`src/rtl/muldiv_unit.sv`:
```
// muldiv_unit: iterative 32-bit MULT/MULTU/DIV/DIVU beside the ALU.
// Multiply is shift-add and divide is restoring, one bit per cycle, on
// operand magnitudes. Signs are applied in FIX, which also writes HI/LO.
// Ports:
//   CLK, RST     clock and synchronous active-high reset
//   start        request an operation (sampled only while not busy)
//   op           00 MULTU, 01 MULT, 10 DIVU, 11 DIV
//   porta/portb  multiplicand/dividend, multiplier/divisor
//   busy         high during CALC and FIX
//   done         one-cycle pulse when hi/lo hold a new result
//   hi/lo        HI/LO registers
module muldiv_unit #(
  parameter int unsigned WORD_W = 32
) (
  input  logic              CLK,
  input  logic              RST,
  input  logic              start,
  input  logic [1:0]        op,
  input  logic [WORD_W-1:0] porta,
  input  logic [WORD_W-1:0] portb,
  output logic              busy,
  output logic              done,
  output logic [WORD_W-1:0] hi,
  output logic [WORD_W-1:0] lo
);

  localparam int unsigned CNT_W = 6;
  localparam int unsigned ACC_W = 2 * WORD_W;
  localparam logic [CNT_W-1:0] LAST_ITER = CNT_W'(WORD_W - 1);

  typedef enum logic [1:0] {
    S_IDLE = 2'd0,
    S_CALC = 2'd1,
    S_FIX  = 2'd2,
    S_DONE = 2'd3
  } state_t;

  state_t             r_state;
  state_t             w_state_nxt;
  logic               w_accept;
  logic               w_busy_nxt;
  logic               w_done_nxt;

  logic [CNT_W-1:0]   r_cnt;
  logic               r_is_div;
  logic               r_neg_q;      // negate product / quotient
  logic               r_neg_r;      // negate remainder
  logic [WORD_W-1:0]  r_opnd;       // multiplicand magnitude or divisor magnitude
  logic [WORD_W-1:0]  r_porta;      // original dividend for divide-by-zero
  logic [ACC_W-1:0]   r_acc;        // product, or {remainder, quotient}
  logic               r_busy;
  logic               r_done;
  logic [WORD_W-1:0]  r_hi;
  logic [WORD_W-1:0]  r_lo;

  // Operand preparation at accept
  logic               w_a_neg;
  logic               w_b_neg;
  logic [WORD_W-1:0]  w_mag_a;
  logic [WORD_W-1:0]  w_mag_b;

  // Iteration datapath
  logic [WORD_W:0]    w_mul_sum;
  logic [ACC_W-1:0]   w_mul_acc;
  logic [WORD_W:0]    w_div_shift;
  logic               w_div_ge;
  logic [WORD_W-1:0]  w_div_diff;
  logic [WORD_W-1:0]  w_div_rem;
  logic [ACC_W-1:0]   w_div_acc;

  // Sign fix-up
  logic [ACC_W-1:0]   w_prod;
  logic [WORD_W-1:0]  w_quo;
  logic [WORD_W-1:0]  w_rem;

  assign busy = r_busy;
  assign done = r_done;
  assign hi   = r_hi;
  assign lo   = r_lo;

  // State register
  always_ff @(posedge CLK) begin
    if (RST) begin
      r_state <= S_IDLE;
    end else begin
      r_state <= w_state_nxt;
    end
  end

  // Next state and registered-output decode
  always_comb begin
    w_state_nxt = r_state;
    w_accept    = 1'b0;
    case (r_state)
      S_IDLE, S_DONE: begin
        if (start) begin
          w_state_nxt = S_CALC;
          w_accept    = 1'b1;
        end else begin
          w_state_nxt = S_IDLE;
        end
      end
      S_CALC: begin
        if (r_cnt == LAST_ITER) begin
          w_state_nxt = S_FIX;
        end
      end
      S_FIX:   w_state_nxt = S_DONE;
      default: w_state_nxt = S_IDLE;
    endcase
    w_busy_nxt = (w_state_nxt == S_CALC) || (w_state_nxt == S_FIX);
    w_done_nxt = (w_state_nxt == S_DONE);
  end

  // Magnitudes; op[0] selects the signed variants
  always_comb begin
    w_a_neg = op[0] & porta[WORD_W-1];
    w_b_neg = op[0] & portb[WORD_W-1];
    w_mag_a = w_a_neg ? (~porta + 1'b1) : porta;
    w_mag_b = w_b_neg ? (~portb + 1'b1) : portb;
  end

  // One shift-add or restoring-divide step
  always_comb begin
    w_mul_sum   = {1'b0, r_acc[ACC_W-1:WORD_W]} + (r_acc[0] ? {1'b0, r_opnd} : '0);
    w_mul_acc   = {w_mul_sum, r_acc[WORD_W-1:1]};
    w_div_shift = {r_acc[ACC_W-1:WORD_W], r_acc[WORD_W-1]};
    w_div_ge    = (w_div_shift >= {1'b0, r_opnd});
    // When ge holds the difference is below the divisor, so WORD_W bits suffice
    w_div_diff  = w_div_shift[WORD_W-1:0] - r_opnd;
    w_div_rem   = w_div_ge ? w_div_diff : w_div_shift[WORD_W-1:0];
    w_div_acc   = {w_div_rem, r_acc[WORD_W-2:0], w_div_ge};
  end

  // Two's-complement sign application for FIX
  always_comb begin
    w_prod = r_neg_q ? (~r_acc + 1'b1) : r_acc;
    w_quo  = r_neg_q ? (~r_acc[WORD_W-1:0] + 1'b1) : r_acc[WORD_W-1:0];
    w_rem  = r_neg_r ? (~r_acc[ACC_W-1:WORD_W] + 1'b1) : r_acc[ACC_W-1:WORD_W];
  end

  // Datapath and output registers
  always_ff @(posedge CLK) begin
    if (RST) begin
      r_cnt    <= '0;
      r_is_div <= 1'b0;
      r_neg_q  <= 1'b0;
      r_neg_r  <= 1'b0;
      r_opnd   <= '0;
      r_porta  <= '0;
      r_acc    <= '0;
      r_busy   <= 1'b0;
      r_done   <= 1'b0;
      r_hi     <= '0;
      r_lo     <= '0;
    end else begin
      r_busy <= w_busy_nxt;
      r_done <= w_done_nxt;
      if (w_accept) begin
        r_cnt    <= '0;
        r_is_div <= op[1];
        r_neg_q  <= w_a_neg ^ w_b_neg;
        r_neg_r  <= w_a_neg;
        r_porta  <= porta;
        // Multiply adds the multiplicand; divide subtracts the divisor
        r_opnd   <= op[1] ? w_mag_b : w_mag_a;
        r_acc    <= {{WORD_W{1'b0}}, (op[1] ? w_mag_a : w_mag_b)};
      end else if (r_state == S_CALC) begin
        r_cnt <= r_cnt + 1'b1;
        r_acc <= r_is_div ? w_div_acc : w_mul_acc;
      end
      if (r_state == S_FIX) begin
        if (r_is_div) begin
          if (r_opnd == '0) begin
            r_hi <= r_porta;
            r_lo <= '1;
          end else begin
            r_hi <= w_rem;
            r_lo <= w_quo;
          end
        end else begin
          r_hi <= w_prod[ACC_W-1:WORD_W];
          r_lo <= w_prod[WORD_W-1:0];
        end
      end
    end
  end

endmodule

```
`config.mk`:
```
export PLATFORM = sky130hd
export DESIGN_NAME = muldiv_unit
export DESIGN_NICKNAME = d
export VERILOG_FILES = /design/src/rtl/muldiv_unit.sv
export SDC_FILE = /design/constraint.sdc
export NUM_CORES = 1
export LEC_CHECK = 0
export CAP_MARGIN = 15
export CORE_MARGIN = 1
export CORE_UTILIZATION = 65
export CTS_CLUSTER_DIAMETER = 150
export CTS_CLUSTER_SIZE = 40
export DETAILED_ROUTE_END_ITERATION = 10
export PLACE_DENSITY = 0.95
export SYNTH_ARGS = -nofsm -noshare
export SYNTH_HDL_FRONTEND = slang
export SYNTH_SLANG_ARGS = --single-unit
```
`constraint.sdc`:
```
create_clock -name CLK -period 5.7 [get_ports CLK]
set_clock_uncertainty 0.15 [all_clocks]
set_input_delay 1.14 -clock CLK [delete_from_list [all_inputs] [get_ports CLK]]
set_output_delay 1.14 -clock CLK [all_outputs]
set_load 0.01 [all_outputs]
```
==> results of run 1 <==
-- Yosys cell counts (9+ instances only) --
| master | count |
|---|---|
| dfxtp_1 | 205 |
| a21oi_1 | 226 |
| o21ai_0 | 134 |
| nand2_1 | 255 |
| xor2_1 | 109 |
| clkbuf_1 | 127 |
| a31oi_1 | 19 |
| or3_1 | 19 |
| a221oi_1 | 12 |
| o211ai_1 | 64 |
| nand4_1 | 16 |
| a21o_1 | 30 |
| o41ai_1 | 16 |
| o31ai_1 | 27 |
| xnor2_1 | 93 |
| nor4_1 | 31 |
| buf_1 | 23 |
| nor2b_1 | 10 |
| and3_1 | 9 |
| a311oi_1 | 9 |
| nor3_1 | 30 |
| a211oi_1 | 81 |
| nand2b_1 | 21 |
| nor2_1 | 269 |
| o21a_1 | 14 |
| ha_1 | 72 |
| mux2i_1 | 49 |
| inv_1 | 72 |
| nand3_1 | 26 |
-- critical path: cells and delay by family (launching register included) --
family,cells,cell delay [ns]
simple gates,5,1.57
mux,2,0.48
flops,1,0.83
buf+inv,1,0.34
compound gates,2,0.43
fa+ha+maj,1,0.29
-- state kept, by name, summed over array words and instances (netlist names) --
name and count:
hi 32, r_opnd 32, r_cnt 6, r_is_div 1, lo 32, r_state 2
r_porta 32, r_neg_r 1, r_neg_q 1, r_acc 64, done 1, busy 1
-- path summary, 6_finish.rpt --
path	start	end	slack (ns)	cells after the start
min reg2reg	r_porta[14]	r_porta[14]	0.32	2
max	r_acc[59]	r_acc[58]	1.48	11
max reg2reg	r_acc[59]	r_acc[58]	1.48	11
min	r_porta[14]	r_porta[14]	0.32	2
-- power by group through the flow --
| stage | combinational, mW | clock [mW] | sequential (mW) |
|---|---|---|---|
| CTS | 1.13 | 0.801 | 1.62 |
| detailed placement | 1.13 | 0 | 1.65 |
| global placement | 1.11 | 0 | 1.65 |
| global route | 1.26 | 0.853 | 1.63 |
| finish | 1.17 | 0.807 | 1.63 |
| floorplan | 0.857 | 0 | 1.57 |
-- metal layers --
layer | wire [um] | vias up
met5 | 13 | -
met4 | 3709 | 2
met3 | 7534 | 255
met2 | 24550 | 1167
met1 | 21760 | 7986
li1 | - | 7903
-- final cells by class --
cell class / instances / area (um^2) / share of cell area [%]
diodes: 1 / 2.502 / 0.01411
clock buffers: 10 / 229.0 / 1.291
clock inverters: 2 / 38.79 / 0.2187
inverters: 72 / 270.3 / 1.524
multi-input cells: 1770 / 11170 / 62.96
flip-flops and latches: 205 / 4109 / 23.17
well taps: 324 / 405.4 / 2.286
repair buffers: 158 / 1514 / 8.537
-- metrics by stage --
step / total power, mW / hold WS (ns)
finish: 3.613 / 0.3189
CTS: 3.554 / 0.3157
detailed placement: 2.778 / 0.2975
global route: 3.745 / 0.3457
global placement: 2.754 / 0.2937
floorplan: 2.427 / 0.2832
-- cells by family after synthesis --
logic type,share of synthesized area (%)
and+or+nand+nor,20.82
AOI/OAI and AO/OA,27.75
buffers and inverters,5.999
DFF,25.29
xor gates and xnor gates,10.90
adders and majority gates,5.798
muxes,3.439
==> impl_metrics.env, run 1 <==
export IMPL_synthArstFlopShare_pct=0
export IMPL_cp_end_kind="register"
export IMPL_synth_top_cell_by_area="dfxtp_1"
export IMPL_fin_nets=2359
export IMPL_timing_max_cap_violations=0
export IMPL_swShare_pct=38.02
export IMPL_ys_ff_latch=205
export IMPL_clk_pin_slew_ns=0.14
export IMPL_yosys_area_top_type_share_pct=25.29
export IMPL_dp_cells=2529
export IMPL_start_util_pct=66.53
export IMPL_grt_usage_pct=43.65
export IMPL_timing_setup_tns_ns=0
export IMPL_status="complete, no violations"
export IMPL_cts_sinks=205
export IMPL_peakVddDrop_mv=0.2620
export IMPL_comb_power_share_pct=32.4
export IMPL_routedWlPerCell_um=22.65
export IMPL_p_leak_nw=6.620
export IMPL_fin_util_pct=72.71
export IMPL_layout_common_cells="nor2_1, nand2_1, a21oi_1, dfxtp_1, o21ai_0"
export IMPL_critPathMaxStageDelay_ns=0.83
export IMPL_cts_root_buf="clkbuf_16"
export IMPL_synth_edf_count=0
export IMPL_gr_usage_met3_pct=11.30
export IMPL_cts_tree="yes"
export IMPL_fin_crit_sh_pct=74.06
export IMPL_insertion_delay_ns=0.51
export IMPL_post_route_min_period_ns=4.221
export IMPL_ant_nets=0
export IMPL_final_max_slew_viol_count=0
export IMPL_drtIter0Drc=2316
export IMPL_synth_cell_types=82
export IMPL_port_buffers=134
export IMPL_worst_pin_slew_ns=1.269
export IMPL_drive_gt1_share_pct=3.789
export IMPL_p_int_mw=2.239
export IMPL_drc=0
export IMPL_die_area_mm2=0.02560
export IMPL_avgSynthCellArea_um2=7.329
export IMPL_grt_max_degree=95
export IMPL_vias=17310
export IMPL_ioPinCount=135
export IMPL_cp_data_arrival_time_ns=4.41
export IMPL_ys_seq_area_share_pct=25.29
export IMPL_cp_start_kind="register"
export IMPL_cts_made_buffers=9
export IMPL_p_seq_share_pct=45.2
export IMPL_stdcell_count=2542
export IMPL_crit_slowest_cell="dfxtp_1"
export IMPL_relSlewSlack_pct=15.32
export IMPL_grt_overflow=0
export IMPL_firstDrtPassIters=7
export IMPL_dp_hpwl_mm=43.20
export IMPL_crit_fanout=18
export IMPL_cts_resized=0
export IMPL_max_freq_mhz=236.9
export IMPL_finalWorstSetupSlack_ns=1.479
export IMPL_grt_pass1_vias=15810
export IMPL_finalSetupViolations=0
export IMPL_coreArea_mm2=0.02439
export IMPL_cts_hold_buf=0
export IMPL_viasPerCell=6.811
export IMPL_hold_path_class="reg -> reg"
export IMPL_finalWirelength_mm=57.57
export IMPL_syn_cell_area_mm2=0.01623
export IMPL_cts_buffer_depth=3
export IMPL_rsz0062_at_grt="no"
export IMPL_met2_usage_pct=66.26
export IMPL_ys_flop_type="dfxtp_1"
export IMPL_globalplace_congestion=1.057
export IMPL_die_y_um=160
export IMPL_synth_nets=2357
export IMPL_required_ns=5.89
export IMPL_crit_type="reg -> reg"
export IMPL_die_w_um=160
export IMPL_p_sw_mw=1.373
export IMPL_pwr_density_cell_mw_per_mm2=203.7
export IMPL_synthCells=2214
export IMPL_ys_top_cells_by_area="dfxtp_1, a21oi_1, nor2_1, nand2_1, xor2_1"
export IMPL_finalHoldViolCount=0
export IMPL_post_cts_setup_buffers=0
export IMPL_fin_area_mm2=0.01773
export IMPL_grt_busiest_layer="met2"
export IMPL_fp_row_count=57
export IMPL_use_met1_pct=56.08
export IMPL_crit_chain="ha_1 -> nand3_1 -> nor2_1 -> nand4_1 -> or3_1 -> a211oi_2 -> or2_1 -> buf_4 -> mux2_2 -> mux2i_1 -> a21oi_1"
export IMPL_place_ws_ns=1.147
export IMPL_areaGrowthSynthToFinish_pct=9.291
export IMPL_power_share_clock_pct=22.3
export IMPL_place_area_mm2=0.01746
export IMPL_h_tree_depth=1
export IMPL_yosysWarningCount=0
export IMPL_antenna_found_initial=2
export IMPL_fillerInstances=1991
export IMPL_mostFrequentLayoutCell="nor2_1"
export IMPL_grt_pass1_wl_mm=87.66
Note: power is estimated with default switching activity, not from simulation.
==> run 2: changes to the inputs <==
--- a/config.mk
+++ b/config.mk
@@ -7,11 +7,11 @@
 export LEC_CHECK = 0
 export CAP_MARGIN = 15
 export CORE_MARGIN = 1
-export CORE_UTILIZATION = 65
+export CORE_UTILIZATION = 54
 export CTS_CLUSTER_DIAMETER = 150
 export CTS_CLUSTER_SIZE = 40
 export DETAILED_ROUTE_END_ITERATION = 10
-export PLACE_DENSITY = 0.95
+export PLACE_DENSITY = 0.89
 export SYNTH_ARGS = -nofsm -noshare
 export SYNTH_HDL_FRONTEND = slang
 export SYNTH_SLANG_ARGS = --single-unit
==> constraint.sdc (replaced) <==
create_clock -name CLK -period 3.4 [get_ports CLK]
set_clock_uncertainty 0.15 [all_clocks]
set_input_delay 0.68 -clock CLK [delete_from_list [all_inputs] [get_ports CLK]]
set_output_delay 0.68 -clock CLK [all_outputs]
set_load 0.01 [all_outputs]
==> run 2 against run 1 <==
  * Register-to-register slack got worse by 1.4 ns
  * Non-clock buffer count up 252
  * Global-route usage shrank 2.3 points
  * Sequential cell count is the same
  * Setup slack got worse by 1.4 ns
  * Core utilization is 5.5 points lower
  * Combinational power is 120% higher
  * Die area up 20%
  * Maximum frequency grew 27%
  * Final cell count is 12% higher
  * Via count up 6.8%
  * Critical endpoint is now r_acc[42]
  * Highest routed layer unchanged
==> impl_metrics.env, run 2 (synthesis gave the netlist of run 1 again) <==
export IMPL_finalSetupViolations=0
export IMPL_top_register="r_acc"
export IMPL_stdcell_count=2859
export IMPL_place_ws_ns=-0.3943
export IMPL_cp_start_kind="register"
export IMPL_cp_end_kind="register"
export IMPL_finalWirelength_mm=65.59
export IMPL_ioPinCount=135
export IMPL_post_route_min_period_ns=3.324
export IMPL_multi_input_area_mm2=0.01131
export IMPL_finalWorstSetupSlack_ns=0.07645
export IMPL_seqCellArea_mm2=0.004114
export IMPL_final_max_slew_viol_count=0
export IMPL_firstDrtPassIters=6
export IMPL_dp_cells=2845
export IMPL_cp_data_arrival_time_ns=3.54
export IMPL_grt_max_degree=93
export IMPL_grt_overflow=0
export IMPL_required_ns=3.61
export IMPL_viasPerCell=6.464
export IMPL_crit_type="reg -> reg"
export IMPL_antenna_found_initial=1
export IMPL_clk_pin_slew_ns=0.15
export IMPL_port_buffers=134
export IMPL_finalHoldViolCount=0
export IMPL_die_area_mm2=0.03075
export IMPL_cts_sinks=205
export IMPL_timing_max_cap_violations=0
export IMPL_rsz0062_at_grt="yes"
export IMPL_drive_gt1_share_pct=14.74
export IMPL_cts_hold_buf=0
export IMPL_critPathMaxStageDelay_ns=0.39
export IMPL_insertion_delay_ns=0.51
export IMPL_routedWlPerCell_um=22.94
export IMPL_hold_path_class="reg -> reg"
export IMPL_coreArea_mm2=0.02964
export IMPL_ant_nets=0
export IMPL_crit_fanout=13
export IMPL_drc=0
export IMPL_status="complete, no violations"
export IMPL_whs_ns=0.3262
export IMPL_h_tree_depth=1
export IMPL_grt_pass1_wl_mm=98.41
export IMPL_largest_reg_flops=64
export IMPL_vias=18480
export IMPL_layout_common_cells="buf_4, nor2_1, nand2_1, a21oi_1, dfxtp_1"
export IMPL_globalplace_congestion=1.083
export IMPL_fin_util_pct=67.21
export IMPL_grt_usage_pct=41.38
export IMPL_max_freq_mhz=300.9
export IMPL_crit_slowest_cell="a2111oi_4"
export IMPL_p_leak_nw=7.915
export IMPL_mostFrequentLayoutCell="buf_4"
export IMPL_crit_chain="buf_4 -> ha_1 -> nor2b_1 -> o21bai_1 -> buf_4 -> a2111oi_4 -> nor3b_2 -> a211oi_2 -> buf_4 -> or2_1 -> buf_12 -> mux2_2 -> a21oi_1 -> a211oi_1"
export IMPL_cts_buffer_depth=3
export IMPL_fin_crit_sh_pct=97.75
export IMPL_fin_nets=2611
export IMPL_areaGrowthSynthToFinish_pct=22.75
export IMPL_fillerInstances=2581
export IMPL_die_y_um=175.4
export IMPL_cts_made_buffers=9
export IMPL_timing_setup_tns_ns=0
export IMPL_cts_root_buf="clkbuf_16"
export IMPL_start_util_pct=54.75
export IMPL_die_w_um=175.4
export IMPL_crit_top_cell="buf_4"
export IMPL_fp_row_count=63
export IMPL_grt_pass1_vias=17040
export IMPL_drtIter0Drc=2332
export IMPL_peakVddDrop_mv=0.3135
export IMPL_relSlewSlack_pct=35.91
export IMPL_dp_hpwl_mm=51.10
export IMPL_antenna_cells=0
export IMPL_cts_tree="yes"
export IMPL_pwr_density_cell_mw_per_mm2=330.7
export IMPL_worst_pin_slew_ns=0.9603
run 2: what timing repair did:
item / 4_1_cts / 5_1_grt
resized for setup: 6 / 37
setup buffers: 0 / 2
endpoints found under the setup margin: 7 / 42
pin swaps: 2 / 8
run 2: power by group:
group | leakage [nW] | total [mW] | internal, mW | switching, mW
clock network | 0.126 | 1.41 | 0.514 | 0.893
registers | 1.67 | 2.65 | 2.51 | 0.140
logic | 6.11 | 2.53 | 1.03 | 1.50
total | 7.91 | 6.59 | 4.05 | 2.54
run 2: final cells by class:
cell class              instances  area share, %
well taps                     390          2.450
repair buffers                410          17.45
clock buffers                   9          1.131
inverters                      72          1.357
clock inverters                 3         0.2010
multi-input cells            1770          56.76
flip-flops and latches        205          20.65
run 2: worst max-delay path, delay by kind of cell (launching register included):
family / cells / cell delay [ns]
AOI/OAI and AO/OA: 5 / 0.95
buffers and inverters: 4 / 0.62
and+or+nand+nor: 3 / 0.43
DFF: 1 / 0.36
adders and majority gates: 1 / 0.32
muxes: 1 / 0.35
run 2: metal layers:
metal	GRT usage [%]	part of all wire (%)	up-vias	wire length, um
met3	10.28	13	222	8233
met4	19.82	5.5	2	3636
met5	0	0.018	-	12
met1	54.50	39	8660	25830
li1	-	-	8413	-
met2	63.03	42	1185	27880
run 2: final timing paths:
| check | start | endpoint | slack (ns) | depth (start not counted) |
|---|---|---|---|---|
| setup / recovery | r_acc[32] | r_acc[42] | 0.08 | 14 |
| hold / removal | r_porta[16] | r_porta[16] | 0.33 | 2 |
| setup reg to reg | r_acc[32] | r_acc[42] | 0.08 | 14 |
| hold reg to reg | r_porta[16] | r_porta[16] | 0.33 | 2 |
run 2: metrics by stage:
| step | area (um^2) | power (mW) |
|---|---|---|
| floorplan | 16230 | 4.068 |
| global placement | 19480 | 5.049 |
| detailed placement | 19480 | 5.089 |
| CTS | 19760 | 6.455 |
| global route | 19920 | 6.805 |
| finish | 19920 | 6.588 |
